**src/rtl/axi_dc_pkg.sv**
```systemverilog
// Shared helpers for the dual-clock token-ring channel endpoints (producer and consumer side).
package axi_dc_pkg;

  localparam int unsigned SYNC_STAGES_DEFAULT = 2;
  localparam int unsigned MAX_WIDTH           = 64;
  localparam int unsigned CNT_WIDTH           = 7;

  typedef enum logic {
    EMPTY = 1'b0,
    FULL  = 1'b1
  } out_state_e;

  // Rotate the lowest 'width' bits of a one-hot vector left, wrapping the top bit to bit 0.
  function automatic logic [MAX_WIDTH-1:0] onehot_rotl(input logic [MAX_WIDTH-1:0] vec,
                                                       input int unsigned width);
    logic [MAX_WIDTH-1:0] res;
    res = '0;
    for (int unsigned i = 0; i < MAX_WIDTH; i++) begin
      if (i < width) begin
        if (i + 1 == width) res[0] = vec[i];
        else                res[(i + 1) % MAX_WIDTH] = vec[i];
      end
    end
    return res;
  endfunction

  // Number of set bits among the lowest 'width' bits.
  function automatic logic [CNT_WIDTH-1:0] popcount(input logic [MAX_WIDTH-1:0] vec,
                                                    input int unsigned width);
    logic [CNT_WIDTH-1:0] cnt;
    cnt = '0;
    for (int unsigned i = 0; i < MAX_WIDTH; i++) begin
      if (i < width) cnt = cnt + CNT_WIDTH'(vec[i]);
    end
    return cnt;
  endfunction

endpackage

```
**src/rtl/dc_sync_vec.sv**
```systemverilog
// Per-bit multi-flop synchronizer; each bit crosses independently.
module dc_sync_vec #(
  parameter int unsigned WIDTH  = 8,
  parameter int unsigned STAGES = 2
) (
  input  logic             clk_i,
  input  logic             rst_ni,
  input  logic [WIDTH-1:0] d_i,
  output logic [WIDTH-1:0] q_o
);

  logic [STAGES-1:0][WIDTH-1:0] sync_q;

  always_ff @(posedge clk_i or negedge rst_ni) begin
    if (!rst_ni) begin
      sync_q <= '0;
    end else begin
      sync_q[0] <= d_i;
      for (int unsigned s = 1; s < STAGES; s++) sync_q[s] <= sync_q[s-1];
    end
  end

  assign q_o = sync_q[STAGES-1];

endmodule

```
**src/rtl/axi_dc_token_rx.sv**
```systemverilog
// Consumer-side endpoint of a token-ring CDC channel: tracks filled slots via toggle tokens
// and presents words in slot order through a registered valid/ready stage.
module axi_dc_token_rx
  import axi_dc_pkg::*;
#(
  parameter int unsigned DATA_WIDTH   = 64,
  parameter int unsigned BUFFER_WIDTH = 8,
  parameter int unsigned SYNC_STAGES  = SYNC_STAGES_DEFAULT,
  localparam int unsigned FILL_WIDTH  = $clog2(BUFFER_WIDTH + 1)
) (
  input  logic                    clk_i,
  input  logic                    rst_ni,
  input  logic [BUFFER_WIDTH-1:0] write_token_i,
  input  logic [DATA_WIDTH-1:0]   data_async_i,
  output logic [BUFFER_WIDTH-1:0] read_pointer_o,
  output logic [BUFFER_WIDTH-1:0] read_token_o,
  output logic                    valid_o,
  input  logic                    ready_i,
  output logic [DATA_WIDTH-1:0]   data_o,
  output logic [FILL_WIDTH-1:0]   fill_o
);

  logic [BUFFER_WIDTH-1:0] wt_sync;
  logic [BUFFER_WIDTH-1:0] pending;
  logic                    slot_avail;
  logic                    load;
  out_state_e              state_q;

  dc_sync_vec #(
    .WIDTH  (BUFFER_WIDTH),
    .STAGES (SYNC_STAGES)
  ) u_wt_sync (
    .clk_i  (clk_i),
    .rst_ni (rst_ni),
    .d_i    (write_token_i),
    .q_o    (wt_sync)
  );

  // A slot holds an unconsumed word while its producer and consumer tokens differ.
  assign pending    = wt_sync ^ read_token_o;
  assign slot_avail = |(pending & read_pointer_o);
  assign load       = slot_avail && ((state_q == EMPTY) || ready_i);
  assign valid_o    = (state_q == FULL);

  always_ff @(posedge clk_i or negedge rst_ni) begin
    if (!rst_ni) begin
      state_q        <= EMPTY;
      data_o         <= '0;
      read_pointer_o <= BUFFER_WIDTH'(1);
      read_token_o   <= '0;
      fill_o         <= '0;
    end else begin
      fill_o <= FILL_WIDTH'(popcount(MAX_WIDTH'(pending), BUFFER_WIDTH));
      if (load) begin
        state_q        <= FULL;
        data_o         <= data_async_i;
        read_token_o   <= read_token_o ^ read_pointer_o;
        read_pointer_o <= BUFFER_WIDTH'(onehot_rotl(MAX_WIDTH'(read_pointer_o), BUFFER_WIDTH));
      end else if ((state_q == FULL) && ready_i) begin
        state_q <= EMPTY;
      end
    end
  end

endmodule

```
**config.mk**
```make
export PLATFORM = sky130hd
export DESIGN_NAME = axi_dc_token_rx
export DESIGN_NICKNAME = d
export VERILOG_FILES = /design/src/rtl/axi_dc_pkg.sv /design/src/rtl/dc_sync_vec.sv /design/src/rtl/axi_dc_token_rx.sv
export SDC_FILE = /design/constraint.sdc
export NUM_CORES = 1
export LEC_CHECK = 0
export ABC_CLOCK_PERIOD_IN_PS = 3100
export CORE_UTILIZATION = 38
export CTS_CLUSTER_DIAMETER = 100
export DETAILED_ROUTE_END_ITERATION = 10
export GPL_TIMING_DRIVEN = 0
export PLACE_DENSITY_LB_ADDON = 0.2
export SLEW_MARGIN = 20
export SYNTH_ARGS = -nofsm -noshare
export SYNTH_HDL_FRONTEND = slang
export SYNTH_SLANG_ARGS = --single-unit
```
**constraint.sdc**
```tcl
create_clock -name clk_i -period 3.1 [get_ports clk_i]
set_clock_uncertainty 0.15 [all_clocks]
set_input_delay 0.62 -clock clk_i [delete_from_list [all_inputs] [get_ports clk_i]]
set_output_delay 0.62 -clock clk_i [all_outputs]
set_load 0.01 [all_outputs]
```
==> results.md <==
Timing:
- The worst path in the final design needs a cycle of 3150 ps, including I/O delays and setup.
- The number of hold-slack violations in the final timing report was 0.
- Static timing analysis puts the maximum clock frequency at 317 MHz.
- Setup repair after global routing could not meet its margin everywhere.
- At the pin with the least slew margin, the transition time is 502 ps.
- The part of the cycle the worst path needs is 102%.
- The worst pin sits at a relative slew slack of 66.5%.
- The final number of setup-violating endpoints is 2.
- After layout, the worst setup slack is -53.0 ps.
- The count of pins over their slew limit is 0.

Power:
- The total power is 2650 uW.
- The analysis attributes to cell leakage a power of 0.00247 uW.
- Dividing total power by cell area gives a power density of 452 mW/mm2.
- VDD sags by at most 0.000269 V.

Clock tree:
- The maximum level of the CTS H-tree is 3.
- The root buffer cell chosen for the clock tree is clkbuf_8.
- The number of buffers created by CTS is 9.
- The clock net sink count is 101.
- At the later pin of the worst-skew pair, clock insertion delay measures 360 ps.
- After clock tree synthesis, the clock-pin slew on the worst setup and hold paths is 100 ps.
- No sink is reached through more buffers than the 2 on the longest clock path.
- The hold buffer count at CTS is 0.
- The TritonCTS clock tree is yes.

Synthesis:
- The share of Yosys cell area claimed by the top area cell type is 65.3%.
- In the synthesized netlist the async set-or-reset flop fraction comes to 100%.
- The most used flip-flop cell after synthesis is dfrtp_1.
- The cell taking the most area after synthesis is dfrtp_1.
- The netlist area before placement is 0.00383 mm2.
- For this run, the number of Yosys warnings is 0.
- In the synthesized netlist, the cells that appear most often are dfrtp_1 (100), mux2_2 (36), mux2_1 (20), nand2_1 (12), xnor2_1 (12).
- The fraction of the yosys area taken by sequential cells is 66.0%.
- The number of instances in the synthesized netlist is 238.
- The most common cell in the synthesized netlist is dfrtp_1.
- The number of flops mapped to enable cells by yosys is 0.
- The synthesized netlist contains 23 unique library cells.
- In this run, synthesis produced a sequential element count of 101.
- The synthesized netlist net count is 320.
- By area the synthesized netlist is led by dfrtp_1 (65%), mux2_2 (11%), mux2_1 (5.9%).
- The mean instance size in the synthesized netlist is 16.1 um2.

Floorplanning:
- During I/O placement, the number of pins put on the boundary was 160.
- The placeable core region is 0.00977 mm2.
- The die outline area is 0.0105 mm2.
- Measured along the y axis, the die boundary spans 102 um.
- The number of rows created at floorplan is 36.
- The starting density of the core is 39.2%.
- The die is 102 um wide.

Global route:
- Entering global routing, the biggest net connects 54 pins.
- The global-route total usage across every layer is 17.0%.
- The number of antenna violations at the first check in global routing is 0.
- Summed over all layers, the global routing overflow is 0.
- The via count of the first global-routing pass is 2699.
- The wire length of the first global-routing pass is 13200 um.

Drt:
- In the routed layout, each cell is associated on average with a via count of 4.50.
- The number of iterations in the first detailed-routing pass is 4.
- In the routed design, unresolved DRC markers number 0.
- The post-detailed-routing wire length is 8310 um.
- In this run, the number of DRC markers left after iteration 0 of detailed routing was 56.
- The number of routed nets with antenna violations is 0.
- The average wire per standard cell is 15.1 um.
- The routed layout has 2472 vias.

Worst setup path:
- Data on the critical path arrives at its endpoint at 3260 ps.
- Along the worst path, the maximum fanout reaches 2.
- The critical path class is reg2reg.
- The required time at the endpoint of the critical path is 3210 ps.
- STA classifies the critical path startpoint as a flop.
- The sort of element at the end of the critical path is a flop.

Place:
- The cell area after placement is 0.00563 mm2.
- At the end of routability-driven placement, the weighted congestion stood at 0.802.
- The number of input and output port buffers inserted is 159.
- The placed wire-length estimate after detailed placement is 6130 um.

Worst hold path:
- The tightest min-delay check is of the in2async type.

Run:
- Max-cap violations in this run came to 0.

Final layout:
- The number of antenna repair diodes is 0.
- After routing the design area is 0.00586 mm2.
- The final net count is 493.
- Relative to the synthesized area, the layout overhead comes to 53.1%.
- The number of fillers in the final layout is 816.
- Of the cells placed in the final design, the portion with a size suffix greater than 1 is 19.5%.

Run status:
- The final reports fail on negative setup slack.
- The flow ran to the end, but the final reports show violations.
[worst max-delay path, cell delays in order, from the launching register on]
cell     delay [ps]
dfrtp_1         430
xor2_2          200
fa_1            520
inv_1            50
fa_1            500
fa_1            410
inv_1            70
ha_2            180
inv_2            40
fa_1            370
xnor2_1         130
[power breakdown]
group | internal, uW | switching, uW
clock | 385 | 469
sequential | 1390 | 29.2
combinational | 246 | 136
total | 2020 | 635
[path summary, 6_finish.rpt]
kind	from	to	slack, ps	cells past startpoint
min in group clk_i	u_wt_sync.sync_q[3]$_DFF_PN0_	u_wt_sync.q_o[3]$_DFF_PN0_	200	0
max in group asynchronous	rst_ni	data_o[38]$_DFFE_PN0P_	2130	2
max	read_token_o[1]$_DFFE_PN0P_	fill_o[2]$_DFF_PN0_	-50	10
min	rst_ni	data_o[57]$_DFFE_PN0P_	50	1
max reg2reg	read_token_o[1]$_DFFE_PN0P_	fill_o[2]$_DFF_PN0_	-50	10
min reg2reg	u_wt_sync.sync_q[3]$_DFF_PN0_	u_wt_sync.q_o[3]$_DFF_PN0_	200	0
[timing repair]
item / 4_1_cts / 5_1_grt
setup endpoints to repair: 2 / 2
buffers inserted: 2 / 0
resized for setup: 2 / 2
gates cloned: 0 / 0
[placed cells by master (no fill, tap or decap), drive strengths merged, types with 8 or more instances in the layout]
cell and count:
mux2 64, dfrtp 100, nand2 12, xnor2 13
buf 12, o21ai 8, clkdlybuf4s50 158, clkbuf 9
inv 14
[flip-flops by register name (all words and copies together) (netlist names)]
signal            count
read_pointer_o        8
read_token_o          8
u_wt_sync.q_o         8
u_wt_sync.sync_q      8
valid_o               1
data_o               64
fill_o                4
[routing by layer]
metal | part of all wire (%) | up-vias | GRT usage, %
li1 | - | 1140 | -
met3 | 11 | 6 | 8.96
met1 | 39 | 1229 | 19.0
met5 | 0 | - | 0
met4 | 0.96 | 0 | 4.95
met2 | 48 | 97 | 28.4
[layout make-up]
class                   instances  area, um2  area share [%]
plain buffers                   8       67.6            1.15
inverters                      11       41.3           0.704
clock buffers                   9        124            2.11
multi-input cells             118       1220            20.8
well taps                     133        166            2.84
repair buffers                162       1640            27.9
clock inverters                 7       81.3            1.39
flip-flops and latches        101       2530            43.1
[cells by family after synthesis]
kind of cell / after synthesis / synth area share (%)
and+or+nand+nor: 16 / 1.89
adders and majority gates: 7 / 3.07
buffers and inverters: 19 / 2.84
xor gates and xnor gates: 17 / 4.08
DFF: 101 / 66.0
muxes: 64 / 19.6
AOI/OAI and AO/OA: 14 / 2.51
[per-stage QoR]
stage / setup slack [ps] / TNS, ps / utilization [%] / hold slack [ps] / instances
6_report: -53.0 / -102 / 60.0 / 51.8 / 549
5_1_grt: -217 / -411 / 60.0 / 65.9 / 549
4_1_cts: -70.4 / -139 / 60.0 / 53.7 / 549
3_5_place_dp: -107 / -212 / 57.6 / 185 / 531
3_3_place_gp: -2900 / -253950 / 57.3 / 182 / 530
2_1_floorplan: 9.51 / 0 / - / 174 / 238
Power figures use the tool's default switching activity.
